**src/rtl/pattern_gen_pkg.sv**
```systemverilog
// Shared definitions for the serial pattern generator.
// Provides the FSM state type, the default pattern/width and the counter
// width used for the repetition and gap counters.
package pattern_gen_pkg;

    typedef enum logic [1:0] {
        IDLE = 2'd0,
        SEND = 2'd1,
        GAP  = 2'd2
    } state_t;

    localparam int                       DEFAULT_WIDTH   = 3;
    localparam logic [DEFAULT_WIDTH-1:0] DEFAULT_PATTERN = 3'b101;
    localparam int                       CNT_W           = 4;

endpackage

```
**src/rtl/pattern_generator_if.sv**
```systemverilog
// Control/stream bundle of the pattern generator.
//   start       burst request
//   repeat_cnt  repetitions per burst (0 behaves as 1)
//   gap_len     idle cycles between repetitions
//   data_out    serial bit stream
//   valid       data_out carries a pattern bit
//   busy        burst in progress
//   done        one-cycle burst completion pulse
// master: the side requesting bursts; slave: the generator.
interface pattern_generator_if;

    logic       start;
    logic [3:0] repeat_cnt;
    logic [3:0] gap_len;
    logic       data_out;
    logic       valid;
    logic       busy;
    logic       done;

    modport master (
        output start, repeat_cnt, gap_len,
        input  data_out, valid, busy, done
    );

    modport slave (
        input  start, repeat_cnt, gap_len,
        output data_out, valid, busy, done
    );

endinterface

```
**src/rtl/pattern_gen_downcnt.sv**
```systemverilog
// Loadable down-counter with zero flag.
//   clk, rst_n  clock and asynchronous active-low reset (clears the count)
//   load_i      load load_val_i (has priority over dec_i)
//   load_val_i  value to load
//   dec_i       decrement by one; holds at zero instead of wrapping
//   count_o     current count
//   zero_o      count is zero
module pattern_gen_downcnt
    import pattern_gen_pkg::*;
#(
    parameter int W = CNT_W
) (
    input  logic         clk,
    input  logic         rst_n,
    input  logic         load_i,
    input  logic [W-1:0] load_val_i,
    input  logic         dec_i,
    output logic [W-1:0] count_o,
    output logic         zero_o
);

    logic [W-1:0] count_q;
    logic [W-1:0] count_d;

    always_comb begin
        count_d = count_q;
        if (load_i) begin
            count_d = load_val_i;
        end else if (dec_i && (count_q != '0)) begin
            count_d = count_q - W'(1);
        end
    end

    always_ff @(posedge clk or negedge rst_n) begin
        if (!rst_n) begin
            count_q <= '0;
        end else begin
            count_q <= count_d;
        end
    end

    assign count_o = count_q;
    assign zero_o  = (count_q == '0);

endmodule

```
**src/rtl/pattern_generator.sv**
```systemverilog
// Serial pattern generator: on start, transmits PATTERN MSB first,
// repeated max(repeat_cnt,1) times with gap_len idle cycles between
// repetitions, then pulses done for one cycle.
//   clk    clock, rising edge
//   rst_n  asynchronous active-low reset
//   bus    pattern_generator_if.slave (start/repeat_cnt/gap_len in,
//          data_out/valid/busy/done out, all outputs registered)
module pattern_generator
    import pattern_gen_pkg::*;
#(
    parameter int               WIDTH   = DEFAULT_WIDTH,
    parameter logic [WIDTH-1:0] PATTERN = DEFAULT_PATTERN
) (
    input  logic                clk,
    input  logic                rst_n,
    pattern_generator_if.slave  bus
);

    localparam int BW = $clog2(WIDTH);

    // state_q and the counters describe the cycle currently on the outputs;
    // the output registers load the values for the following cycle.
    state_t     state_q, state_d;
    logic [3:0] gap_len_q, gap_len_d;
    logic       data_q, data_d;
    logic       valid_q, valid_d;
    logic       busy_q, busy_d;
    logic       done_q, done_d;

    logic          bit_load, bit_dec, bit_zero;
    logic [BW-1:0] bit_cnt, nxt_idx;
    logic          rep_load, rep_dec, rep_zero;
    logic [3:0]    rep_cnt, rep_load_val;
    logic          gap_load, gap_dec, gap_zero;
    logic [3:0]    gap_cnt, gap_load_val;

    // Repetition counter holds the repetitions still to come after the
    // current one, so a programmed 0 and 1 both load 0.
    assign rep_load_val = (bus.repeat_cnt == 4'd0) ? 4'd0 : bus.repeat_cnt - 4'd1;
    // Gap counter holds the gap cycles remaining after the current one.
    assign gap_load_val = gap_len_q - 4'd1;
    assign nxt_idx      = bit_cnt - BW'(1);

    always_comb begin
        state_d   = state_q;
        gap_len_d = gap_len_q;
        data_d    = 1'b0;
        valid_d   = 1'b0;
        busy_d    = 1'b0;
        done_d    = 1'b0;
        bit_load  = 1'b0;
        bit_dec   = 1'b0;
        rep_load  = 1'b0;
        rep_dec   = 1'b0;
        gap_load  = 1'b0;
        gap_dec   = 1'b0;
        case (state_q)
            IDLE: begin
                if (bus.start) begin
                    state_d   = SEND;
                    gap_len_d = bus.gap_len;
                    bit_load  = 1'b1;
                    rep_load  = 1'b1;
                    data_d    = PATTERN[WIDTH-1];
                    valid_d   = 1'b1;
                    busy_d    = 1'b1;
                end
            end
            SEND: begin
                if (!bit_zero) begin
                    bit_dec = 1'b1;
                    data_d  = PATTERN[nxt_idx];
                    valid_d = 1'b1;
                    busy_d  = 1'b1;
                end else if (rep_zero) begin
                    state_d = IDLE;
                    done_d  = 1'b1;
                end else if (gap_len_q == 4'd0) begin
                    rep_dec  = 1'b1;
                    bit_load = 1'b1;
                    data_d   = PATTERN[WIDTH-1];
                    valid_d  = 1'b1;
                    busy_d   = 1'b1;
                end else begin
                    state_d  = GAP;
                    rep_dec  = 1'b1;
                    gap_load = 1'b1;
                    busy_d   = 1'b1;
                end
            end
            GAP: begin
                if (gap_zero) begin
                    state_d  = SEND;
                    bit_load = 1'b1;
                    data_d   = PATTERN[WIDTH-1];
                    valid_d  = 1'b1;
                    busy_d   = 1'b1;
                end else begin
                    gap_dec = 1'b1;
                    busy_d  = 1'b1;
                end
            end
            default: state_d = IDLE;
        endcase
    end

    always_ff @(posedge clk or negedge rst_n) begin
        if (!rst_n) begin
            state_q   <= IDLE;
            gap_len_q <= 4'd0;
            data_q    <= 1'b0;
            valid_q   <= 1'b0;
            busy_q    <= 1'b0;
            done_q    <= 1'b0;
        end else begin
            state_q   <= state_d;
            gap_len_q <= gap_len_d;
            data_q    <= data_d;
            valid_q   <= valid_d;
            busy_q    <= busy_d;
            done_q    <= done_d;
        end
    end

    pattern_gen_downcnt #(.W(BW)) u_bit_cnt (
        .clk        (clk),
        .rst_n      (rst_n),
        .load_i     (bit_load),
        .load_val_i (BW'(WIDTH - 1)),
        .dec_i      (bit_dec),
        .count_o    (bit_cnt),
        .zero_o     (bit_zero)
    );

    pattern_gen_downcnt #(.W(CNT_W)) u_rep_cnt (
        .clk        (clk),
        .rst_n      (rst_n),
        .load_i     (rep_load),
        .load_val_i (rep_load_val),
        .dec_i      (rep_dec),
        .count_o    (rep_cnt),
        .zero_o     (rep_zero)
    );

    pattern_gen_downcnt #(.W(CNT_W)) u_gap_cnt (
        .clk        (clk),
        .rst_n      (rst_n),
        .load_i     (gap_load),
        .load_val_i (gap_load_val),
        .dec_i      (gap_dec),
        .count_o    (gap_cnt),
        .zero_o     (gap_zero)
    );

    // Only the zero flags of the repetition and gap counters steer the FSM.
    logic unused_cnt;
    assign unused_cnt = ^{rep_cnt, gap_cnt};

    assign bus.data_out = data_q;
    assign bus.valid    = valid_q;
    assign bus.busy     = busy_q;
    assign bus.done     = done_q;

endmodule

```
**src/flat_wrapper.sv**
```systemverilog
// flat-port wrapper written by rule: the top's interface ports become plain ports
module pattern_generator_flat import pattern_gen_pkg::*;
#(
    parameter int               WIDTH   = DEFAULT_WIDTH,
    parameter logic [WIDTH-1:0] PATTERN = DEFAULT_PATTERN
)
  (clk, rst_n, bus_start, bus_repeat_cnt, bus_gap_len, bus_data_out, bus_valid, bus_busy, bus_done);
  pattern_generator_if bus_i ();
  input  logic clk;
  input  logic rst_n;
  input wire logic [$bits(bus_i.start)-1:0] bus_start;
  input wire logic [$bits(bus_i.repeat_cnt)-1:0] bus_repeat_cnt;
  input wire logic [$bits(bus_i.gap_len)-1:0] bus_gap_len;
  output wire logic [$bits(bus_i.data_out)-1:0] bus_data_out;
  output wire logic [$bits(bus_i.valid)-1:0] bus_valid;
  output wire logic [$bits(bus_i.busy)-1:0] bus_busy;
  output wire logic [$bits(bus_i.done)-1:0] bus_done;
  assign bus_i.start = bus_start;
  assign bus_i.repeat_cnt = bus_repeat_cnt;
  assign bus_i.gap_len = bus_gap_len;
  assign bus_data_out = bus_i.data_out;
  assign bus_valid = bus_i.valid;
  assign bus_busy = bus_i.busy;
  assign bus_done = bus_i.done;
  pattern_generator #(.WIDTH(WIDTH), .PATTERN(PATTERN)) u_core (.clk(clk), .rst_n(rst_n), .bus(bus_i));
endmodule
```
**config.mk**
```make
export PLATFORM = sky130hd
export DESIGN_NAME = pattern_generator_flat
export DESIGN_NICKNAME = d
export VERILOG_FILES = /design/src/rtl/pattern_gen_pkg.sv /design/src/rtl/pattern_generator_if.sv /design/src/rtl/pattern_gen_downcnt.sv /design/src/rtl/pattern_generator.sv /design/src/flat_wrapper.sv
export SDC_FILE = /design/constraint.sdc
export NUM_CORES = 1
export LEC_CHECK = 0
export CORE_MARGIN = 3
export CORE_UTILIZATION = 45
export CTS_BUF_LIST = sky130_fd_sc_hd__clkbuf_8
export DETAILED_ROUTE_END_ITERATION = 8
export GPL_TIMING_DRIVEN = 0
export HOLD_SLACK_MARGIN = 0.02
export PLACE_DENSITY = 0.73
export SLEW_MARGIN = 5
export SYNTH_ARGS = -nofsm -noshare
export SYNTH_HDL_FRONTEND = slang
export SYNTH_SLANG_ARGS = --single-unit
```
**constraint.sdc**
```tcl
create_clock -name clk -period 3.2 [get_ports clk]
set_input_delay 0.48 -clock clk [delete_from_list [all_inputs] [get_ports clk]]
set_output_delay 0.48 -clock clk [all_outputs]
set_load 0.1 [all_outputs]
```
==> summary.md, run 1 <==
| Metric | Value |
|---|---|
| Net Count, Synth | `113` |
| Netlist cell types | `37` |
| DRC viols | `0` |
| Via count | `790` |
| Status | `finished clean` |
| Core ar. | `2100 µm²` |
| P_leak | `0.562 nW` |
| Post-Syn Area | `1060 µm²` |
| Post-synth top flop | `dfrtp_1` |
| Placed inst area | `1240 µm²` |
| RePlAce Congestion | `0.792` |
| Worst EP arrival | `2.48 ns` |
| Reg2Reg Setup Slack | `0.87 ns` |
| Worst R2R Start | `u_core.u_rep_cnt.count_o[0]$_DFFE_PN0P_` |
| Maxcap violations | `0` |
| Vias in the first global route | `768` |
| Design area | `1290 µm²` |
| Post-synth EDFFs | `0` |
| Sequential area share after synthesis | `47.1%` |
| Tot GR Track Use | `15.7%` |
| CP max FO | `7` |
| Final Power | `1.36 mW` |
| Post-synth top area share | `47.1%` |
| Synth top cells by count | `dfrtp_1 (20), nand2_1 (7), mux2i_1 (6), o21ai_0 (6)` |
| Die Width | `54.6 µm` |
| Sw Pwr | `0.592 mW` |
| Die Y | `54.6 µm` |
| Area Overhead vs Synth | `21.5%` |
| Worst reg2reg endpoint | `u_core.u_gap_cnt.count_o[2]$_DFFE_PN0P_` |
| Initial DRT Pass Iterations | `4` |
| Fin crit share | `72.8%` |
| Setup TNS | `0 ns` |
| Hold Path Class | `reg -> reg` |
| Cell Rows | `16` |
| RSZ-0062 raised after global routing | `no` |
| Num CTS Buffers | `3` |
| Largest cells by area after synthesis | `dfrtp_1 (47%), mux2i_1 (5.6%), mux2_2 (5.3%), ha_1 (3.5%), o21ai_0 (2.8%)` |
| Fillers | `174` |
| Initial Utilization | `50.6%` |
| Worst Setup End Kind | `register` |
| Layout cells sized above 1 | `17.1%` |
| Worst VDD drop | `0.000708 V` |
| CTS tree | `done` |
| First-pass GRT wire length | `3310 µm` |
| Routed len/inst | `12.7 µm` |
| H-Tree Depth | `1` |
| Internal Power | `0.768 mW` |
| Via-to-Cell Ratio | `5.49` |
| Clk_lat worst skew | `0.26 ns` |
| Sw Share | `43.5%` |
| Hold path endpoint | `u_core.u_bit_cnt.count_o[0]$_DFFE_PN0P_` |
| #FFs+latches synth | `20` |
| DRT iter0 DRCs | `8` |
| Hold path cells | `1` |
| Yosys warns | `0` |
| CTS Root Cell | `clkbuf_8` |
| Max Freq | `429 MHz` |
| Synth area leader | `dfrtp_1` |
| Worst Hold Launch | `u_core.u_bit_cnt.count_o[0]$_DFFE_PN0P_` |
| Worst Path Required | `3.35 ns` |
| Type of origin of the critical path | `register` |
| I/O Pins | `15` |
| Worst-path clk slew | `0.07 ns` |
| Slew margin rel. | `35.9%` |
| Routed Antenna Nets | `0` |
| Mean Syn Cell Area | `10.7 µm²` |
| Dpl hpwl | `1390 µm` |
| FF-to-FF path depth | `9` |
| Ant. Diodes | `0` |
| Largest net degree at the start of global routing | `21` |
| CTS Sinks | `20` |
| Tmin final | `2.33 ns` |
| Seq pwr share | `35.7%` |
| Final Hold Viols | `0` |
| CTS resizes | `0` |
| Critical path class | `reg -> reg` |
| Max Root-Sink Buffers | `2` |
| Worst clock skew | `0.00446 ns` |
| Final net count | `132` |
| Finished Core Util | `61.5%` |
| Fin. max-slew vios | `0` |
| Post-synth ARST share | `100%` |
| DRT Wirelength | `1820 µm` |
| Cell Pwr Density | `1050 nW/µm²` |
| Post-CTS Hold Fix Bufs | `0` |
| IO Port Bufs | `14` |
| Number of antenna violations at the first check in global routing | `0` |
| Post CTS Setup Buffer Count | `0` |
| Die area | `2980 µm²` |
| GRT overflow | `0` |
| Worst slew pin tran | `0.959 ns` |
| Part of the power in the clock network | `14.0%` |
| Most frequent cell after synthesis | `dfrtp_1` |
| Gate power share | `50.3%` |
| Post-synthesis instance total | `99` |
| Final setup fails | `0` |
cell usage in the layout, fill, tap and decap left out, types with 2 or more instances in the layout:
cell,n
dfrtp_1,20
clkdlybuf4s50_1,14
nand2_1,7
mux2i_1,6
o21ai_0,6
inv_1,5
mux2_2,5
nor2_1,4
clkbuf_8,4
nor3b_1,3
a21oi_1,3
o22ai_1,3
xor2_1,3
nor3_1,3
ha_1,3
buf_2,2
nor2b_1,2
nor4_1,2
nand4_1,2
worst max-delay path, stage by stage, from the launching register on:
cell,delay [ns]
dfrtp_1,0.39
inv_1,0.09
ha_1,0.19
or3b_4,0.43
nand4_4,0.16
mux2i_1,0.21
ha_1,0.21
nand3b_1,0.08
and3_2,0.21
a211o_1,0.25
registers in the layout (all words and copies together), names as in the netlist:
name                      count
u_core.state_q                2
u_core.bus.done               1
u_core.bus.valid              1
u_core.u_bit_cnt.count_o      2
u_core.u_gap_cnt.count_o      4
u_core.gap_len_q              4
u_core.bus.busy               1
u_core.u_rep_cnt.count_o      4
u_core.bus.data_out           1
layer usage:
| metal | vias up | track usage (%) | share of wire [%] | wire length (µm) |
|---|---|---|---|---|
| met3 | 4 | 5.72 | 5.5 | 101 |
| met4 | 0 | 4.98 | 0.99 | 18 |
| met1 | 368 | 19.0 | 47 | 851 |
| met5 | - | 0 | 0 | 0 |
| li1 | 401 | - | - | - |
| met2 | 17 | 25.8 | 47 | 850 |
logic make-up (layout without fill, tap and decap cells):
| group | count (synthesis) | in the layout | synth area share [%] |
|---|---|---|---|
| muxes | 11 | 11 | 10.9 |
| and+or+nand+nor | 34 | 34 | 20.8 |
| AOI/OAI and AO/OA | 19 | 19 | 10.9 |
| adders and majority gates | 3 | 3 | 3.53 |
| xor gates and xnor gates | 4 | 4 | 3.29 |
| DFF | 20 | 20 | 47.1 |
| buffers and inverters | 8 | 26 | 3.41 |
through the flow:
| step | hold slack (ns) | instances | worst slack (ns) |
|---|---|---|---|
| floorplan | 0.184 | 99 | 1.02 |
| global placement | 0.500 | 140 | 0.917 |
| detailed placement | 0.508 | 140 | 0.881 |
| CTS | 0.517 | 144 | 0.866 |
| global route | 0.537 | 144 | 0.688 |
| finish | 0.513 | 144 | 0.869 |
worst max path at each step:
stage,startpoint,endpoint,cells past startpoint
floorplan,u_core.u_rep_cnt.count_o[0]$_DFFE_PN0P_,u_core.u_gap_cnt.count_o[2]$_DFFE_PN0P_,9
global placement,u_core.u_rep_cnt.count_o[0]$_DFFE_PN0P_,u_core.u_gap_cnt.count_o[2]$_DFFE_PN0P_,9
detailed placement,u_core.u_rep_cnt.count_o[0]$_DFFE_PN0P_,u_core.u_gap_cnt.count_o[2]$_DFFE_PN0P_,9
CTS,u_core.u_rep_cnt.count_o[0]$_DFFE_PN0P_,u_core.u_gap_cnt.count_o[2]$_DFFE_PN0P_,9
global route,u_core.u_rep_cnt.count_o[0]$_DFFE_PN0P_,u_core.u_gap_cnt.count_o[2]$_DFFE_PN0P_,9
finish,u_core.u_rep_cnt.count_o[0]$_DFFE_PN0P_,u_core.u_gap_cnt.count_o[2]$_DFFE_PN0P_,9
power groups by stage:
stage / combinational [mW] / sequential (mW) / clock [mW]
after detailed placement: 0.687 / 0.491 / 0
after global routing: 0.766 / 0.508 / 0.208
after CTS: 0.688 / 0.486 / 0.194
after global placement: 0.670 / 0.489 / 0
after floorplan: 0.411 / 0.610 / 0
final: 0.684 / 0.486 / 0.191
layout make-up:
| cell class | instances | area, µm² | share of cell area (%) |
|---|---|---|---|
| timing repair buffer | 14 | 140 | 10.8 |
| multi-input combinational | 71 | 527 | 40.8 |
| sequential | 20 | 500 | 38.7 |
| inverter | 5 | 18.8 | 1.45 |
| clock buffer | 4 | 55.1 | 4.26 |
| tap | 27 | 33.8 | 2.61 |
| buffer | 3 | 17.5 | 1.36 |
Power figures use the tool's default switching activity.
==> run 2: changes to the inputs <==
Clock period 3.2 ns to 2.2 ns, I/O delays scaled along.
==> summary.md, run 2 (same netlist as run 1, synthesis figures left out) <==
| Metric | Value |
|---|---|
| Critical path class | `reg -> reg (unchanged)` |
| CP startpoint | `u_core.u_rep_cnt.count_o[1]$_DFFE_PN0P_ (was u_core.u_rep_cnt.count_o[0]$_DFFE_PN0P_)` |
| Worst-path clk slew | `0.07 ns (about the same)` |
| Most frequent cells in the layout | `dfrtp_1 (20), clkdlybuf4s50_1 (14), buf_4 (8), nand2_1 (7) (was dfrtp_1 (20), clkdlybuf4s50_1 (14), nand2_1 (7), mux2i_1 (6), o21ai_0 (6))` |
| H-Tree Depth | `1 (unchanged)` |
| Core ar. | `2100 µm² (unchanged)` |
| Reg2Reg Setup Slack | `0.07 ns (was 0.87 ns)` |
| Maxcap violations | `0 (unchanged)` |
| Tmin final | `2.13 ns (was 2.33 ns)` |
| GRT overflow | `0 (unchanged)` |
| Worst Path Required | `2.35 ns (was 3.35 ns)` |
| Crit path max-delay cell type | `dfrtp_1 (was or3b_4)` |
| Most common cell after layout, fill and taps aside | `dfrtp_1 (unchanged)` |
| Cell Chain, Critical Path | `inv_2, ha_4, or3b_4, nand4_4, mux2i_1, ha_2, nand3b_1, and3_4, a211o_1 (was inv_1, ha_1, or3b_4, nand4_4, mux2i_1, ha_1, nand3b_1, and3_2, a211o_1)` |
| CTS Sinks | `20 (unchanged)` |
| DRC viols | `0 (unchanged)` |
| Worst Hold Launch | `u_core.u_bit_cnt.count_o[0]$_DFFE_PN0P_ (unchanged)` |
| First-pass GRT wire length | `3480 µm (was 3310 µm)` |
| Post-CTS Hold Fix Bufs | `0 (unchanged)` |
| Worst path top cell family by delay | `simple AND/OR/NAND/NOR gates (unchanged)` |
| Worst clock skew | `0.00214 ns (was 0.00446 ns)` |
| Final Hold Viols | `0 (unchanged)` |
| CP max FO | `4 (was 7)` |
| Instance count on the critical path | `9 (unchanged)` |
| Worst slew pin tran | `0.959 ns (unchanged)` |
| Ant. Diodes | `0 (unchanged)` |
| FF-to-FF path depth | `9 (unchanged)` |
| Routed len/inst | `12.8 µm (was 12.7 µm)` |
| Crit path largest cell delay | `0.40 ns (was 0.43 ns)` |
| CP bufs+invs | `1 (unchanged)` |
| Final setup fails | `0 (unchanged)` |
| DRT Wirelength | `1930 µm (was 1820 µm)` |
| Die Width | `54.6 µm (unchanged)` |
| Worst reg2reg endpoint | `u_core.u_gap_cnt.count_o[2]$_DFFE_PN0P_ (unchanged)` |
| Via-to-Cell Ratio | `5.56 (was 5.49)` |
| Vias in the first global route | `807 (was 768)` |
| Design area | `1360 µm² (was 1290 µm²)` |
| Area Overhead vs Synth | `28.2% (was 21.5%)` |
| Hold WS | `0.523 ns (was 0.513 ns)` |
| Dpl hpwl | `1390 µm (unchanged)` |
| Fin. max-slew vios | `0 (unchanged)` |
| Initial DRT Pass Iterations | `4 (unchanged)` |
| Max Freq | `470 MHz (was 429 MHz)` |
| P_leak | `0.591 nW (was 0.562 nW)` |
| Die Y | `54.6 µm (unchanged)` |
| CTS tree | `done (unchanged)` |
| Max Root-Sink Buffers | `2 (unchanged)` |
| DRT iter0 DRCs | `8 (unchanged)` |
| Layout cells sized above 1 | `25.0% (was 17.1%)` |
| Routed Antenna Nets | `0 (unchanged)` |
| Cell Pwr Density | `1540 nW/µm² (was 1050 nW/µm²)` |
| CTS Root Cell | `clkbuf_8 (unchanged)` |
| Cell Rows | `16 (unchanged)` |
| Setup slack at placement | `-0.119 ns (was 0.881 ns)` |
| Crit path to | `u_core.u_gap_cnt.count_o[2]$_DFFE_PN0P_ (unchanged)` |
| Worst R2R Start | `u_core.u_rep_cnt.count_o[1]$_DFFE_PN0P_ (was u_core.u_rep_cnt.count_o[0]$_DFFE_PN0P_)` |
| Hold Path Class | `reg -> reg (unchanged)` |
| Via count | `839 (was 790)` |
| Slew margin rel. | `35.9% (unchanged)` |
| Fin crit share | `96.8% (was 72.8%)` |
| Worst Setup End Kind | `register (unchanged)` |
| Largest net degree at the start of global routing | `21 (unchanged)` |
| Number of antenna violations at the first check in global routing | `0 (unchanged)` |
| RePlAce Congestion | `0.792 (unchanged)` |
| Initial Utilization | `50.6% (unchanged)` |
| Clk_lat worst skew | `0.26 ns (about the same)` |
| Num CTS Buffers | `3 (unchanged)` |
| Status | `finished clean (unchanged)` |
| Worst VDD drop | `0.00106 V (was 0.000708 V)` |
| I/O Pins | `15 (unchanged)` |
| Setup TNS | `0 ns (unchanged)` |
| IO Port Bufs | `14 (unchanged)` |
| RSZ-0062 raised after global routing | `yes (was no)` |
| Worst EP arrival | `2.28 ns (was 2.48 ns)` |
| Worst setup margin | `0.0706 ns (was 0.869 ns)` |
| Type of origin of the critical path | `register (unchanged)` |
| Die area | `2980 µm² (unchanged)` |
| Placed inst area | `1240 µm² (unchanged)` |
| Final net count | `139 (was 132)` |
| Tot GR Track Use | `16.6% (was 15.7%)` |
[run 2: cell count changes in the layout (fill, tap and decap cells not counted), sizes merged]
cell and delta:
buf +7
[run 2: per-layer routing]
| layer | global-route usage (%) | wire (µm) | vias to the layer above |
|---|---|---|---|
| met2 | 28.7 | 945 | 23 |
| met3 | 5.72 | 101 | 4 |
| met1 | 19.0 | 867 | 398 |
| met4 | 4.98 | 19 | 0 |
| met5 | 0 | 0 | - |
| li1 | - | - | 414 |
[run 2: worst min-delay path by stage]
stage,slack (ns),cells after the start,endpoint
after floorplan,0.03,0,u_core.bus.busy$_DFF_PN0_
after global placement,0.50,1,u_core.u_bit_cnt.count_o[0]$_DFFE_PN0P_
after detailed placement,0.51,1,u_core.u_bit_cnt.count_o[0]$_DFFE_PN0P_
after CTS,0.52,1,u_core.u_bit_cnt.count_o[0]$_DFFE_PN0P_
after global routing,0.54,1,u_core.u_bit_cnt.count_o[0]$_DFFE_PN0P_
final,0.52,1,u_core.u_bit_cnt.count_o[0]$_DFFE_PN0P_
[run 2: worst reg2reg max path, cell delays in order (launching register included)]
cell      delay, ns
dfrtp_1        0.40
inv_2          0.09
ha_4           0.14
or3b_4         0.39
nand4_4        0.13
mux2i_1        0.21
ha_2           0.21
nand3b_1       0.08
and3_4         0.17
a211o_1        0.21
[run 2: power by group]
part           switching (mW)  internal [mW]
clock network           0.117          0.159
logic                   0.627          0.490
registers               0.158          0.549
[run 2: what timing repair did]
item | 4_1_cts | 5_1_grt
setup buffers | 5 | 2
pin swaps | 2 | 4
resized for setup | 5 | 1
endpoints found under the setup margin | 1 | 1
[run 2: layout make-up]
cell class              instances  area (µm²)
inverters                       5        18.8
well taps                      27        33.8
flip-flops and latches         20         500
clock buffers                   4        55.1
plain buffers                   3        17.5
repair buffers                 21         193
fillers                       166         738
multi-input cells              71         546
[run 2: per-stage QoR]
step	utilization [%]	std cells	power, mW
after floorplan	-	99	1.48
after global placement	58.9	140	1.69
after detailed placement	58.9	140	1.71
after CTS	64.0	149	2.07
after global routing	64.9	151	2.28
final	64.9	151	2.10
==> run 3: changes to the inputs <==
Settings changed: CAP_MARGIN set to 10, SLEW_MARGIN 5 to not set.
Clock period 2.2 ns to 2.1 ns, I/O delays scaled along.
==> summary.md, run 3 (same netlist as run 1, synthesis figures left out) <==
| Metric | Value |
|---|---|
| Layout cells sized above 1 | `25.6% (was 25.0%)` |
| Via-to-Cell Ratio | `5.65 (was 5.56)` |
| Fillers | `159 (was 166)` |
| Worst slew pin tran | `0.960 ns (was 0.959 ns)` |
| Final setup fails | `1 (was 0)` |
| Max Root-Sink Buffers | `2 (unchanged)` |
| P_leak | `0.604 nW (was 0.591 nW)` |
| DRT Wirelength | `2100 µm (was 1930 µm)` |
| Worst setup margin | `-0.0654 ns (was 0.0706 ns)` |
| Gate power share | `51.7% (was 53.2%)` |
| CTS Sinks | `20 (unchanged)` |
| Area of the multi-input gates | `546 µm² (unchanged)` |
| IO Port Bufs | `14 (unchanged)` |
| Worst Path Required | `2.25 ns (was 2.35 ns)` |
| Part of the power in the clock network | `16.5% (was 13.2%)` |
| Slew margin rel. | `35.8% (was 35.9%)` |
| Status | `complete, but fails checks (was finished clean)` |
| Largest net degree at the start of global routing | `21 (unchanged)` |
| Clk_lat worst skew | `0.26 ns (about the same)` |
| Worst-path clk slew | `0.08 ns (was 0.07 ns)` |
| Worst EP arrival | `2.31 ns (was 2.28 ns)` |
| Routed Antenna Nets | `0 (unchanged)` |
| Vias in the first global route | `817 (was 807)` |
| Worst clock skew | `0.00650 ns (was 0.00214 ns)` |
| RSZ-0062 raised after global routing | `yes (unchanged)` |
| Final Hold Viols | `0 (unchanged)` |
| Die Y | `54.6 µm (unchanged)` |
| RePlAce Congestion | `0.809 (was 0.792)` |
| Sw Pwr | `0.971 mW (was 0.902 mW)` |
| Seq pwr share | `31.8% (was 33.6%)` |
| I/O Pins | `15 (unchanged)` |
| Critical path class | `reg -> reg (unchanged)` |
| Initial Utilization | `50.6% (unchanged)` |
| H-Tree Depth | `1 (unchanged)` |
| Max Freq | `462 MHz (was 470 MHz)` |
| Num CTS Buffers | `3 (unchanged)` |
| Violated checks | `setup timing` |
| CTS resizes | `0 (was 5)` |
| Ant. Diodes | `0 (unchanged)` |
| CTS Root Cell | `clkbuf_8 (unchanged)` |
| CP max FO | `4 (unchanged)` |
| Internal Power | `1.36 mW (was 1.20 mW)` |
| Die area | `2980 µm² (unchanged)` |
| Hold Path Class | `reg -> reg (unchanged)` |
| Final Power | `2.33 mW (was 2.10 mW)` |
| Reg2Reg Setup Slack | `-0.07 ns (was 0.07 ns)` |
| Final net count | `140 (was 139)` |
| Fin crit share | `103% (was 96.8%)` |
| Dpl hpwl | `1430 µm (was 1390 µm)` |
| Via count | `859 (was 839)` |
| DRT iter0 DRCs | `29 (was 8)` |
| GRT overflow | `0 (unchanged)` |
| Routed len/inst | `13.8 µm (was 12.8 µm)` |
| Post-CTS Hold Fix Bufs | `0 (unchanged)` |
| Cell Pwr Density | `1680 nW/µm² (was 1540 nW/µm²)` |
| Initial DRT Pass Iterations | `4 (unchanged)` |
| DRC viols | `0 (unchanged)` |
| Worst Setup End Kind | `register (unchanged)` |
| Type of origin of the critical path | `register (unchanged)` |
| Die Width | `54.6 µm (unchanged)` |
| Maxcap violations | `0 (unchanged)` |
| Tmin final | `2.17 ns (was 2.13 ns)` |
| Register area | `500 µm² (unchanged)` |
| Tot GR Track Use | `16.6% (about the same)` |
| First-pass GRT wire length | `3580 µm (was 3480 µm)` |
| CTS tree | `done (unchanged)` |
| Sw Share | `41.7% (was 42.9%)` |
| Most frequent cells in the layout | `dfrtp_1 (20), clkdlybuf4s50_1 (14), buf_4 (9), nand2_1 (7) (was dfrtp_1 (20), clkdlybuf4s50_1 (14), buf_4 (8), nand2_1 (7))` |
| Area Overhead vs Synth | `30.5% (was 28.2%)` |
| Core ar. | `2100 µm² (unchanged)` |
| Number of antenna violations at the first check in global routing | `0 (unchanged)` |
| Most common cell after layout, fill and taps aside | `dfrtp_1 (unchanged)` |
| Worst VDD drop | `0.00114 V (was 0.00106 V)` |
| Cell Rows | `16 (unchanged)` |
| Fin. max-slew vios | `0 (unchanged)` |
| Finished Core Util | `66.0% (was 64.9%)` |
[run 3: cell count changes in the layout (fill, tap and decap cells not counted)]
cell and change:
buf_4 +1, bufinv_16 +1, clkbuf_8 -1
[run 3: per-stage QoR]
step / hold slack, ns / area [µm²] / cells / setup TNS (ns) / setup slack [ns]
floorplan: 0.0194 / 1080 / 99 / 0 / 0.00946
global placement: 0.501 / 1260 / 140 / -0.0768 / -0.0768
detailed placement: 0.512 / 1260 / 140 / -0.108 / -0.108
CTS: 0.523 / 1380 / 151 / -0.0239 / -0.0239
global route: 0.558 / 1390 / 152 / -0.188 / -0.188
finish: 0.520 / 1390 / 152 / -0.0654 / -0.0654
[run 3: metal layers]
metal | GRT usage (%) | share of wire [%] | vias up
li1 | - | - | 411
met1 | 21.8 | 46 | 418
met2 | 26.8 | 48 | 27
met3 | 3.27 | 5.4 | 3
met4 | 6.22 | 1.1 | 0
met5 | 0 | 0 | -
[run 3: what timing repair did]
item,4_1_cts,5_1_grt
endpoints found under the setup margin,1,1
setup buffers,7,1
pin swaps,4,2
[run 3: critical path, cell delays in order (launching register included)]
cell and delay [ns]:
dfrtp_1 0.40, or4_4 0.57, nand4_4 0.15, mux2i_1 0.22, ha_2 0.21, nand3b_1 0.09, and3_4 0.16, a211o_1 0.24
[run 3: power groups by stage]
stage                     clock network, mW  registers (mW)  logic [mW]
after floorplan                           0           0.934       0.656
after global placement                    0           0.748        1.05
after detailed placement                  0           0.754        1.08
after CTS                             0.394           0.739        1.18
after global routing                  0.412           0.762        1.33
final                                 0.385           0.741        1.20
[run 3: final cells by class]
cell class / count / share of cell area [%]
multi-input combinational: 71 / 39.3
inverter: 5 / 1.35
clock inverter: 1 / 2.16
timing repair buffer: 22 / 14.4
buffer: 3 / 1.26
sequential: 20 / 36.1
clock buffer: 3 / 2.98
tap: 27 / 2.43
[run 3: path summary, 6_finish.rpt]
kind / startpoint / endpoint / cells after the start
hold / removal: u_core.u_bit_cnt.count_o[0]$_DFFE_PN0P_ / u_core.u_bit_cnt.count_o[0]$_DFFE_PN0P_ / 1
setup / recovery: u_core.gap_len_q[3]$_DFFE_PN0P_ / u_core.u_gap_cnt.count_o[2]$_DFFE_PN0P_ / 7
hold reg to reg: u_core.u_bit_cnt.count_o[0]$_DFFE_PN0P_ / u_core.u_bit_cnt.count_o[0]$_DFFE_PN0P_ / 1
max in group asynchronous: rst_n / u_core.u_bit_cnt.count_o[0]$_DFFE_PN0P_ / 1
min in group asynchronous: rst_n / u_core.u_gap_cnt.count_o[3]$_DFFE_PN0P_ / 1
setup reg to reg: u_core.gap_len_q[3]$_DFFE_PN0P_ / u_core.u_gap_cnt.count_o[2]$_DFFE_PN0P_ / 7
